File: src/rtl/game_pkg.sv
// Shared definitions for the dino game sequencer: state codes, widths and
// the lives-to-LED thermometer mapping.
package game_pkg;

    localparam int unsigned STATE_W = 3;
    localparam int unsigned LIVES_W = 2;
    localparam int unsigned LED_W   = 3;

    localparam logic [STATE_W-1:0] ST_IDLE   = 3'd0;
    localparam logic [STATE_W-1:0] ST_RUN    = 3'd1;
    localparam logic [STATE_W-1:0] ST_HIT    = 3'd2;
    localparam logic [STATE_W-1:0] ST_PAUSED = 3'd3;
    localparam logic [STATE_W-1:0] ST_OVER   = 3'd4;

    function automatic logic [LED_W-1:0] lives_to_leds(input logic [LIVES_W-1:0] lives);
        logic [LED_W-1:0] leds;
        leds = '0;
        case (lives)
            2'd1:    leds = 3'b001;
            2'd2:    leds = 3'b011;
            2'd3:    leds = 3'b111;
            default: leds = 3'b000;
        endcase
        return leds;
    endfunction

    // RUN and HIT are the states where the game is actually advancing.
    function automatic logic is_active(input logic [STATE_W-1:0] st);
        return (st == ST_RUN) || (st == ST_HIT);
    endfunction

endpackage

File: src/rtl/game_state_controller_if.sv
// Board-side inputs and game-control outputs of the dino game sequencer.
interface game_state_controller_if;

    logic                         frame_clk;
    logic                         button_raw;
    logic                         pause_switch;
    logic                         collision;
    logic                         frame_step;
    logic                         jump_req;
    logic                         run_en;
    logic                         game_over;
    logic [game_pkg::LIVES_W-1:0] lives;
    logic [game_pkg::LED_W-1:0]   life_leds;
    logic                         hit_flash;
    logic [game_pkg::STATE_W-1:0] state;

    modport slave (
        input  frame_clk, button_raw, pause_switch, collision,
        output frame_step, jump_req, run_en, game_over, lives, life_leds, hit_flash, state
    );

    modport master (
        output frame_clk, button_raw, pause_switch, collision,
        input  frame_step, jump_req, run_en, game_over, lives, life_leds, hit_flash, state
    );

endinterface

File: src/rtl/game_state_controller_sync.sv
// Two-flop synchroniser for an asynchronous level, plus a one-cycle pulse
// on its synchronised rising edge.
module sync_edge_detect (
    input  logic clk,
    input  logic reset,
    input  logic din,
    output logic level,
    output logic rise
);

    logic s1;
    logic s2;

    always_ff @(posedge clk or negedge reset) begin
        if (!reset) begin
            s1   <= 1'b0;
            s2   <= 1'b0;
            rise <= 1'b0;
        end else begin
            s1   <= din;
            s2   <= s1;
            rise <= s1 & ~s2;
        end
    end

    assign level = s2;

endmodule

File: src/rtl/game_state_controller.sv
// Dino game sequencer: conditions board inputs, runs the idle/run/hit/pause/over
// FSM and owns the lives counter and invulnerability window.
module game_state_controller
    import game_pkg::*;
#(
    parameter int unsigned LIVES_INIT      = 3,
    parameter int unsigned INVULN_FRAMES   = 6,
    parameter int unsigned DEBOUNCE_CYCLES = 1000000
) (
    input logic                    clk,
    input logic                    reset,
    game_state_controller_if.slave bus
);

    localparam int unsigned DB_W  = $clog2(DEBOUNCE_CYCLES) + 1;
    localparam int unsigned INV_W = 8;

    logic frame_lvl, frame_edge, btn_lvl, btn_rise;
    logic pause_lvl, pause_rise, coll_lvl, coll_edge;

    sync_edge_detect u_sync_frame (.clk(clk), .reset(reset), .din(bus.frame_clk),    .level(frame_lvl), .rise(frame_edge));
    sync_edge_detect u_sync_btn   (.clk(clk), .reset(reset), .din(bus.button_raw),   .level(btn_lvl),   .rise(btn_rise));
    sync_edge_detect u_sync_pause (.clk(clk), .reset(reset), .din(bus.pause_switch), .level(pause_lvl), .rise(pause_rise));
    sync_edge_detect u_sync_coll  (.clk(clk), .reset(reset), .din(bus.collision),    .level(coll_lvl),  .rise(coll_edge));

    logic unused_sync;
    assign unused_sync = ^{frame_lvl, btn_rise, pause_rise, coll_lvl};

    // Debounce: the level only follows the button after it has disagreed for a full window.
    logic [DB_W-1:0] db_cnt;
    logic            db_lvl;
    logic            press;

    always_ff @(posedge clk or negedge reset) begin
        if (!reset) begin
            db_cnt <= '0;
            db_lvl <= 1'b0;
            press  <= 1'b0;
        end else begin
            press <= 1'b0;
            if (btn_lvl == db_lvl) begin
                db_cnt <= '0;
            end else if (db_cnt == DB_W'(DEBOUNCE_CYCLES - 1)) begin
                db_cnt <= '0;
                db_lvl <= btn_lvl;
                press  <= btn_lvl;
            end else begin
                db_cnt <= db_cnt + DB_W'(1);
            end
        end
    end

    logic [STATE_W-1:0] state_q, state_nx, ret_q, ret_nx;
    logic [LIVES_W-1:0] lives_q, lives_nx;
    logic [INV_W-1:0]   inv_q, inv_nx;
    logic               flash_q, flash_nx;
    logic               active;

    assign active = is_active(state_q);

    always_ff @(posedge clk or negedge reset) begin
        if (!reset) begin
            state_q <= ST_IDLE;
            ret_q   <= ST_IDLE;
            lives_q <= '0;
            inv_q   <= '0;
            flash_q <= 1'b0;
        end else begin
            state_q <= state_nx;
            ret_q   <= ret_nx;
            lives_q <= lives_nx;
            inv_q   <= inv_nx;
            flash_q <= flash_nx;
        end
    end

    // Collision outranks pause, which outranks the button.
    always_comb begin
        state_nx = state_q;
        ret_nx   = ret_q;
        lives_nx = lives_q;
        inv_nx   = inv_q;
        case (state_q)
            ST_IDLE: begin
                if (press) begin
                    state_nx = ST_RUN;
                    lives_nx = LIVES_W'(LIVES_INIT);
                end
            end
            ST_RUN: begin
                if (coll_edge) begin
                    if (lives_q <= LIVES_W'(1)) begin
                        state_nx = ST_OVER;
                        lives_nx = '0;
                    end else begin
                        state_nx = ST_HIT;
                        lives_nx = lives_q - LIVES_W'(1);
                        inv_nx   = INV_W'(INVULN_FRAMES);
                    end
                end else if (pause_lvl) begin
                    state_nx = ST_PAUSED;
                    ret_nx   = ST_RUN;
                end
            end
            ST_HIT: begin
                if (pause_lvl) begin
                    state_nx = ST_PAUSED;
                    ret_nx   = ST_HIT;
                end else if (frame_edge) begin
                    if (inv_q <= INV_W'(1)) begin
                        state_nx = ST_RUN;
                        inv_nx   = '0;
                    end else begin
                        inv_nx = inv_q - INV_W'(1);
                    end
                end
            end
            ST_PAUSED: begin
                if (!pause_lvl) begin
                    state_nx = ret_q;
                end
            end
            ST_OVER: begin
                lives_nx = '0;
                if (press) begin
                    state_nx = ST_IDLE;
                end
            end
            default: begin
                state_nx = ST_IDLE;
            end
        endcase
        flash_nx = (state_nx == ST_HIT) ? (flash_q ^ ((state_q == ST_HIT) && frame_edge)) : 1'b0;
    end

    // Status outputs are registered from next-state so they line up with the state register.
    always_ff @(posedge clk or negedge reset) begin
        if (!reset) begin
            bus.frame_step <= 1'b0;
            bus.jump_req   <= 1'b0;
            bus.run_en     <= 1'b0;
            bus.game_over  <= 1'b0;
            bus.life_leds  <= '0;
        end else begin
            bus.frame_step <= frame_edge & active;
            bus.jump_req   <= press & active;
            bus.run_en     <= is_active(state_nx);
            bus.game_over  <= (state_nx == ST_OVER);
            bus.life_leds  <= lives_to_leds(lives_nx);
        end
    end

    assign bus.state     = state_q;
    assign bus.lives     = lives_q;
    assign bus.hit_flash = flash_q;

endmodule
File: src/flat_wrapper.sv
// flat-port wrapper written by rule: the top's interface ports become plain ports
module game_state_controller_flat import game_pkg::*;
#(
    parameter int unsigned LIVES_INIT      = 3,
    parameter int unsigned INVULN_FRAMES   = 6,
    parameter int unsigned DEBOUNCE_CYCLES = 1000000
)
  (clk, reset, bus_frame_clk, bus_button_raw, bus_pause_switch, bus_collision, bus_frame_step, bus_jump_req, bus_run_en, bus_game_over, bus_lives, bus_life_leds, bus_hit_flash, bus_state);
  game_state_controller_if bus_i ();
  input logic clk;
  input logic reset;
  input wire logic [$bits(bus_i.frame_clk)-1:0] bus_frame_clk;
  input wire logic [$bits(bus_i.button_raw)-1:0] bus_button_raw;
  input wire logic [$bits(bus_i.pause_switch)-1:0] bus_pause_switch;
  input wire logic [$bits(bus_i.collision)-1:0] bus_collision;
  output wire logic [$bits(bus_i.frame_step)-1:0] bus_frame_step;
  output wire logic [$bits(bus_i.jump_req)-1:0] bus_jump_req;
  output wire logic [$bits(bus_i.run_en)-1:0] bus_run_en;
  output wire logic [$bits(bus_i.game_over)-1:0] bus_game_over;
  output wire logic [$bits(bus_i.lives)-1:0] bus_lives;
  output wire logic [$bits(bus_i.life_leds)-1:0] bus_life_leds;
  output wire logic [$bits(bus_i.hit_flash)-1:0] bus_hit_flash;
  output wire logic [$bits(bus_i.state)-1:0] bus_state;
  assign bus_i.frame_clk = bus_frame_clk;
  assign bus_i.button_raw = bus_button_raw;
  assign bus_i.pause_switch = bus_pause_switch;
  assign bus_i.collision = bus_collision;
  assign bus_frame_step = bus_i.frame_step;
  assign bus_jump_req = bus_i.jump_req;
  assign bus_run_en = bus_i.run_en;
  assign bus_game_over = bus_i.game_over;
  assign bus_lives = bus_i.lives;
  assign bus_life_leds = bus_i.life_leds;
  assign bus_hit_flash = bus_i.hit_flash;
  assign bus_state = bus_i.state;
  game_state_controller #(.LIVES_INIT(LIVES_INIT), .INVULN_FRAMES(INVULN_FRAMES), .DEBOUNCE_CYCLES(DEBOUNCE_CYCLES)) u_core (.clk(clk), .reset(reset), .bus(bus_i));
endmodule
File: config.mk
export PLATFORM = sky130hd
export DESIGN_NAME = game_state_controller_flat
export DESIGN_NICKNAME = d
export VERILOG_FILES = /design/src/rtl/game_pkg.sv /design/src/rtl/game_state_controller_if.sv /design/src/rtl/game_state_controller_sync.sv /design/src/rtl/game_state_controller.sv /design/src/flat_wrapper.sv
export SDC_FILE = /design/constraint.sdc
export NUM_CORES = 1
export LEC_CHECK = 0
export BUFFER_PORTS_ARGS = -buffer_cell sky130_fd_sc_hd__buf_2
export CORE_ASPECT_RATIO = 1.1
export CORE_MARGIN = 2
export CORE_UTILIZATION = 50
export DETAILED_ROUTE_END_ITERATION = 6
export PLACE_DENSITY = 0.68
export SLEW_MARGIN = 15
export SYNTH_ARGS = -nofsm -noshare
export SYNTH_HDL_FRONTEND = slang
export SYNTH_HIERARCHICAL = 1
export SYNTH_SLANG_ARGS = --single-unit
File: constraint.sdc
create_clock -name clk -period 2.35 [get_ports clk]
set_input_delay 0.235 -clock clk [delete_from_list [all_inputs] [get_ports clk]]
set_output_delay 0.235 -clock clk [all_outputs]
set_load 0.005 [all_outputs]
==> results_dict.tcl, run 1 <==
set metrics [dict create \
    hold_violations 0 \
    critPathMaxFanout 6 \
    hp-start "bus_pause_switch" \
    finalMaxSlewViolations 0 \
    slew_headroom_pct 58.6 \
    die_h_um 79.5 \
    critPathCaptureType "register" \
    cts_resized 0 \
    hold_depth 1 \
    r2r_start "u_core/inv_q[0]" \
    seq_area_um2 1400 \
    cp.required_ns 2.58 \
    coreArea_um2 5000 \
    num-fill-cells 430 \
    period_minus_slack_ns 1.88 \
    reg2reg_to "u_core/inv_q[4]" \
    cap_violations 0 \
    num_io_pins 19 \
    final_core_util_pct 57.6 \
    final_layout_size_suffix_gt1_share_pct 15.2 \
    die_w_um 72.6 \
    tightest_slew_ns 0.616 \
    synthCells 255 \
    grt_pass1_wl_um 7950 \
    final_cell_mix "56 x dfrtp_1, 36 x nor2_1, 19 x nand2_1, 18 x buf_2" \
    h-tree-depth 2 \
    area_delta_synth_final_pct 11.2 \
    drt_iter0_drc 115 \
    finalWorstSetupSlack_ns 0.470 \
    dp_hpwl_um 3220 \
    antenna_found_initial 0 \
    hp-class "in -> reg" \
    grt_max_degree 22 \
    fin_worst_skew_ns 0.00670 \
    crit_arrival_ns 2.11 \
    syn_area_um2 2590 \
    ant_nets 0 \
    max_freq_mhz 532 \
    viasPerCell 5.46 \
    setup_viol 0 \
    cts_made_buffers 5 \
    syn_area_per_cell_um2 10.2 \
    synth_nets 264 \
    firstDrtPassIters 4 \
    diodes 0 \
    cts-root-buf "clkbuf_8" \
    grt.total_usage_pct 17.6 \
    rows 27 \
    p_leak_uw 0.00136 \
    peakVddDrop_v 0.000514 \
    vias 1861 \
    initial_utilization_pct 51.8 \
    rsz0062_at_grt "false" \
    hold_slack_ns 0.0251 \
    gp_congestion 0.833 \
    reg2reg_slack_ns 0.47 \
    pre_cts_ws_ns 0.506 \
    p_total_uw 1550 \
    cts_tree "done" \
    setup.worst_path.start_class "register" \
    portBuffers 18 \
    clkTransAtPathRegs_ns 0.10 \
    yosysWarnings 6 \
    clock_latency_ns 0.31 \
    cts_setup_buffers 0 \
    criticalPathCategory "reg -> reg" \
    die_area_um2 5770 \
    routed_wl_um 4480 \
    fin_nets 291 \
    hold_path_end "u_core/u_sync_pause/s1" \
    grt_pass1_vias 1788 \
    multi_input_area_um2 1100 \
    status "complete, no violations" \
    route.detailed.drc 0 \
    period_share_pct 80.0 \
    r2r_cells 6 \
    cts_buffer_depth 2 \
    power.density_nw_per_um2 540 \
    post_drt_wl_per_cell_um 13.1 \
    mostFrequentLayoutCell "dfrtp_1" \
    final.setup.tns_ns 0 \
    cts.sinks 56 \
    overflow 0 \
]
-- what timing repair did --
action / CTS / global route
hold buffers: 1 / 0
endpoints found under the hold margin: 15 / 0
endpoints found under the setup margin: 0 / 0
-- flip-flops by register name (all words and copies together), names as in the netlist, 2 cells and up --
register / cells
u_core/bus.life_leds: 3
u_core/bus.lives: 2
u_core/bus.state: 3
u_core/db_cnt: 21
u_core/inv_q: 8
u_core/ret_q: 2
-- through the flow --
step	cells	area (um2)
after floorplan	255	2590
after CTS	341	2880
final	341	2880
after global routing	341	2880
after detailed placement	332	2780
after global placement	332	2780
-- where the power goes --
part | switching, uW | total, uW | internal [uW]
Sequential | 12.3 | 988 | 976
Clock | 306 | 518 | 212
Combinational | 30.2 | 47.2 | 17.0
-- worst max-delay path by stage --
stage,end,slack [ns],depth (start not counted),from
2_1_floorplan,u_core/inv_q[4],0.63,6,u_core/inv_q[0]
3_3_place_gp,u_core/inv_q[7],0.57,4,u_core/inv_q[3]
3_5_place_dp,u_core/inv_q[4],0.51,6,u_core/inv_q[0]
4_1_cts,u_core/inv_q[4],0.48,6,u_core/inv_q[0]
5_1_grt,u_core/inv_q[4],0.33,6,u_core/inv_q[0]
6_report,u_core/inv_q[4],0.47,6,u_core/inv_q[0]
-- layer usage --
layer	part of all wire (%)	GRT usage, %	up-vias	routed length, um
met2	50	30.2	36	2230
li1	-	-	934	-
met3	3.7	3.79	4	167
met1	45	21.9	887	2030
met5	0	0	-	0
met4	1.2	6.11	0	53
-- worst max-delay path: stages (launching register included) --
cell	delay (ns)
dfrtp_1	0.42
inv_1	0.07
ha_1	0.23
nor2_1	0.24
o31ai_2	0.17
or4_1	0.49
o221ai_1	0.18
-- layout make-up --
cell class / instances / share of cell area, %
clock buffers: 5 / 2.39
clock inverters: 3 / 0.739
inverters: 13 / 1.70
multi-input cells: 178 / 38.1
flip-flops and latches: 56 / 48.7
well taps: 58 / 2.52
repair buffers: 28 / 5.83
No activity file was read; power rests on OpenSTA's default activity.
==> run 2: changes to the inputs <==
--- a/config.mk
+++ b/config.mk
@@ -5,6 +5,7 @@
 export SDC_FILE = /design/constraint.sdc
 export NUM_CORES = 1
 export LEC_CHECK = 0
+export ABC_AREA = 1
 export BUFFER_PORTS_ARGS = -buffer_cell sky130_fd_sc_hd__buf_2
 export CORE_ASPECT_RATIO = 1.1
 export CORE_MARGIN = 2
==> constraint.sdc (replaced) <==
create_clock -name clk -period 1.9 [get_ports clk]
set_input_delay 0.19 -clock clk [delete_from_list [all_inputs] [get_ports clk]]
set_output_delay 0.19 -clock clk [all_outputs]
set_load 0.005 [all_outputs]
==> results_dict.tcl, run 2 <==
set metrics [dict create \
    combinationalPowerShare_pct 3.6 \
    hold_violations 0 \
    p_total_uw 1960 \
    top_regs "u_core/db_cnt x21, u_core/inv_q x8" \
    clockPowerShare_pct 34.3 \
    viasPerCell 4.90 \
    power.density_nw_per_um2 624 \
    cts_made_buffers 5 \
    cts-root-buf "clkbuf_8" \
    syn_area_um2 2810 \
    fin_nets 393 \
    rows 28 \
    vias 2255 \
    grt.total_usage_pct 18.7 \
    antenna_found_initial 0 \
    final_core_util_pct 58.2 \
    largest_reg_flops 21 \
    cts_setup_buffers 0 \
    area_delta_synth_final_pct 11.9 \
    routed_wl_um 5150 \
    cts_tree "done" \
    cts_buffer_depth 2 \
    firstDrtPassIters 4 \
    final_layout_size_suffix_gt1_share_pct 12.2 \
    final.setup.tns_ns 0 \
    overflow 0 \
    yosysWarnings 6 \
    power_frac_seq_pct 62.2 \
    dp_hpwl_um 3800 \
    grt_pass1_vias 2085 \
    p_leak_uw 0.00160 \
    gp_congestion 0.844 \
    die_area_um2 6230 \
    cap_violations 0 \
    h-tree-depth 2 \
    ctsHoldBuffers 5 \
    die_h_um 82.6 \
    cts_resized 0 \
    diodes 0 \
    post_dp_cell_area_um2 3000 \
    fin_area_um2 3140 \
    hold_depth 0 \
    fin_worst_skew_ns 0.0107 \
    portBuffers 18 \
    tightest_slew_ns 0.425 \
    cp.required_ns 2.09 \
    grt_max_degree 57 \
    final_cell_mix "85 x nand2_1, 74 x nor2_1, 56 x dfrtp_1, 39 x inv_1, 25 x nand3_1" \
    post_drt_wl_per_cell_um 11.2 \
    syn_area_per_cell_um2 7.91 \
    slew_headroom_pct 71.3 \
    crit_arrival_ns 1.82 \
    layout.cells.non_filler 460 \
    die_w_um 75.5 \
    switching_power_uw 429 \
    num_io_pins 19 \
    critPathMaxFanout 8 \
    setup_viol 0 \
    setup.worst_path.start_class "register" \
    initial_utilization_pct 52.0 \
    grt_pass1_wl_um 8950 \
    synth_nets 364 \
    mostFrequentLayoutCell "nand2_1" \
    period_share_pct 86.1 \
    cts.sinks 56 \
    clock_latency_ns 0.30 \
    top_register "u_core/db_cnt" \
    criticalPathCategory "reg -> reg" \
    reg2reg_slack_ns 0.26 \
    synthCells 355 \
    critPathCaptureType "register" \
    rsz0062_at_grt "false" \
    finalMaxSlewViolations 0 \
    hp-class "reg -> reg" \
    drt_iter0_drc 98 \
    r2r_cells 8 \
    p_int_uw 1530 \
    route.detailed.drc 0 \
    swShare_pct 21.9 \
    clkTransAtPathRegs_ns 0.10 \
    ant_nets 0 \
    status "complete, no violations" \
    coreArea_um2 5400 \
    num-fill-cells 528 \
    dp.cells 447 \
    seq_area_um2 1400 \
    multi_input_area_um2 1230 \
    max_freq_mhz 611 \
    period_minus_slack_ns 1.64 \
    peakVddDrop_v 0.000447 \
]
==> run 2: per-layer routing <==
metal  GRT usage [%]  wire length (um)  vias to the layer above  share of wire, %
li1                -                 -                     1166                 -
met1            23.8              2360                     1050                46
met2            32.6              2600                       33                50
met3            2.91               134                        6               2.6
met4            5.79                59                        0               1.1
met5               0                 0                        -                 0
==> run 2: power by group through the flow <==
stage                     Clock (uW)  Sequential (uW)  Combinational, uW
after floorplan                    0             1240               24.7
after global placement             0             1240               64.3
after detailed placement           0             1240               64.5
after CTS                        707             1220               72.4
after global routing             758             1220               81.5
final                            671             1220               69.8
==> run 2: worst paths after layout <==
kind	from	end
worst max-delay path	u_core/db_cnt[0]	u_core/db_cnt[16]
worst min-delay path	u_core/u_sync_btn/s1	u_core/u_sync_btn/level
worst max register to register	u_core/db_cnt[0]	u_core/db_cnt[16]
worst min register to register	u_core/u_sync_btn/s1	u_core/u_sync_btn/level
max in group asynchronous	reset	u_core/u_sync_frame/rise
min in group asynchronous	reset	u_core/bus.game_over
==> run 2: final cells by class <==
type                            count  share of cell area (%)
Sequential cell                    56                    44.6
Multi-Input combinational cell    255                    39.2
Timing Repair Buffer               24                    5.10
Inverter                           42                    5.02
Tap cell                           75                    2.99
Clock buffer                        6                    2.63
Clock inverter                      2                   0.438
==> run 2: worst max-delay path: stages, from the launching register on <==
cell and delay, ns:
dfrtp_1 0.40, ha_1 0.21, inv_1 0.09, nor3_2 0.27, nand3_1 0.16, nand2_2 0.19
inv_2 0.10, nand2_1 0.07, nor2_1 0.04
==> run 2: through the flow <==
stage          hold WS, ns  setup WS, ns
2_1_floorplan       -0.106         0.480
3_3_place_gp         0.212         0.341
3_5_place_dp         0.211         0.292
4_1_cts              0.360         0.265
5_1_grt              0.376        0.0783
6_report             0.356         0.264
==> run 3: changes to the inputs <==
--- a/config.mk
+++ b/config.mk
@@ -12,6 +12,7 @@
 export CORE_UTILIZATION = 50
 export DETAILED_ROUTE_END_ITERATION = 6
 export PLACE_DENSITY = 0.68
+export REMOVE_ABC_BUFFERS = 1
 export SLEW_MARGIN = 15
 export SYNTH_ARGS = -nofsm -noshare
 export SYNTH_HDL_FRONTEND = slang
==> results_dict.tcl, run 3 (synthesis results as in run 2) <==
set metrics [dict create \
    status "complete, no violations" \
    h-tree-depth 2 \
    slew_headroom_pct 71.5 \
    cap_violations 0 \
    finalWorstSetupSlack_ns 0.292 \
    rows 28 \
    num-fill-cells 509 \
    crit_arrival_ns 1.82 \
    period_share_pct 84.6 \
    post_drt_wl_per_cell_um 11.2 \
    fin_nets 393 \
    top_register "u_core/db_cnt" \
    vias 2237 \
    num_io_pins 19 \
    setup.worst_path.start_class "register" \
    initial_utilization_pct 52.0 \
    route.detailed.drc 0 \
    grt_pass1_vias 2146 \
    clock_latency_ns 0.32 \
    critPathMaxFanout 7 \
    area_delta_synth_final_pct 11.8 \
    grt_pass1_wl_um 8970 \
    routed_wl_um 5140 \
    rsz0062_at_grt "false" \
    grt.total_usage_pct 18.9 \
    cts_tree "done" \
    p_leak_uw 0.00159 \
    fin_worst_skew_ns 0.0103 \
    reg2reg_to "u_core/inv_q[2]" \
    die_area_um2 6230 \
    cts_resized 0 \
    post_dp_cell_area_um2 3000 \
    cp.required_ns 2.11 \
    finalMaxSlewViolations 0 \
    overflow 0 \
    dp_hpwl_um 3790 \
    cts.sinks 56 \
    antenna_found_initial 0 \
    cts_setup_buffers 0 \
    ctsHoldBuffers 5 \
    coreArea_um2 5400 \
    drt_iter0_drc 139 \
    clkTransAtPathRegs_ns 0.10 \
    reg2reg_slack_ns 0.29 \
    hold_path_end "u_core/u_sync_btn/level" \
    final_cell_mix "85 x nand2_1, 74 x nor2_1, 56 x dfrtp_1, 39 x inv_1, 25 x nand3_1" \
    mostFrequentLayoutCell "nand2_1" \
    portBuffers 18 \
    dp.cells 447 \
    gp_congestion 0.842 \
    hold_depth 0 \
    cts_buffer_depth 2 \
    ant_nets 0 \
    power.density_nw_per_um2 623 \
    cts-root-buf "clkbuf_8" \
    max_freq_mhz 622 \
    final.setup.tns_ns 0 \
    peakVddDrop_v 0.000617 \
    tightest_slew_ns 0.423 \
    critPathCaptureType "register" \
    grt_max_degree 57 \
    period_minus_slack_ns 1.61 \
    hold_violations 0 \
    top_regs "u_core/db_cnt x21, u_core/inv_q x8" \
    firstDrtPassIters 5 \
    r2r_cells 9 \
    pre_cts_ws_ns 0.285 \
    largest_reg_flops 21 \
    die_h_um 82.6 \
    hp-start "u_core/u_sync_btn/s1" \
    viasPerCell 4.86 \
    r2r_start "u_core/inv_q[0]" \
    diodes 0 \
    cts_made_buffers 5 \
    hp-class "reg -> reg" \
    setup_viol 0 \
    fin_area_um2 3140 \
    die_w_um 75.5 \
    final_layout_size_suffix_gt1_share_pct 11.9 \
    criticalPathCategory "reg -> reg" \
    layout.cells.non_filler 460 \
    p_total_uw 1960 \
]
run 3: per-layer routing:
| metal | track usage (%) | vias to the layer above | part of all wire [%] |
|---|---|---|---|
| li1 | - | 1167 | - |
| met1 | 22.4 | 1036 | 46 |
| met2 | 33.3 | 29 | 50 |
| met3 | 4.13 | 5 | 2.8 |
| met4 | 7.19 | 0 | 1.6 |
| met5 | 0 | - | 0 |
run 3: worst max path at each step:
stage          cells past startpoint        startpoint                 to
3_5_place_dp                       8  u_core/db_cnt[0]  u_core/db_cnt[15]
3_3_place_gp                       9   u_core/inv_q[0]    u_core/inv_q[2]
2_1_floorplan                      8  u_core/db_cnt[0]  u_core/db_cnt[14]
4_1_cts                            9   u_core/inv_q[0]    u_core/inv_q[2]
6_report                           9   u_core/inv_q[0]    u_core/inv_q[2]
5_1_grt                            8  u_core/db_cnt[0]  u_core/db_cnt[15]
run 3: per-stage QoR:
step | utilization, % | hold WS, ns
after CTS | 58.2 | 0.357
after floorplan | - | -0.106
final | 58.2 | 0.357
after detailed placement | 55.5 | 0.210
after global placement | 55.5 | 0.211
after global routing | 58.2 | 0.364
run 3: layout make-up:
type                       instances  area, um2  area share [%]
sequential                        56       1400            44.6
multi-input combinational        255       1230            39.3
timing repair buffer              24        160            5.10
inverter                          42        158            5.02
tap                               75       93.8            2.99
clock buffer                       7       86.3            2.75
clock inverter                     1       7.51           0.239
run 3: critical path, cell delays in order (launching register included):
cell	delay, ns
dfrtp_1	0.39
inv_1	0.14
ha_1	0.24
inv_1	0.08
nand2_1	0.08
nand2_1	0.06
nor2_2	0.22
nor2_1	0.06
o21ai_0	0.13
o21ai_1	0.08
run 3: where the power goes:
part / switching [uW] / internal (uW)
clock: 374 / 297
combinational: 44.5 / 24.2
sequential: 10.8 / 1210
total: 430 / 1530
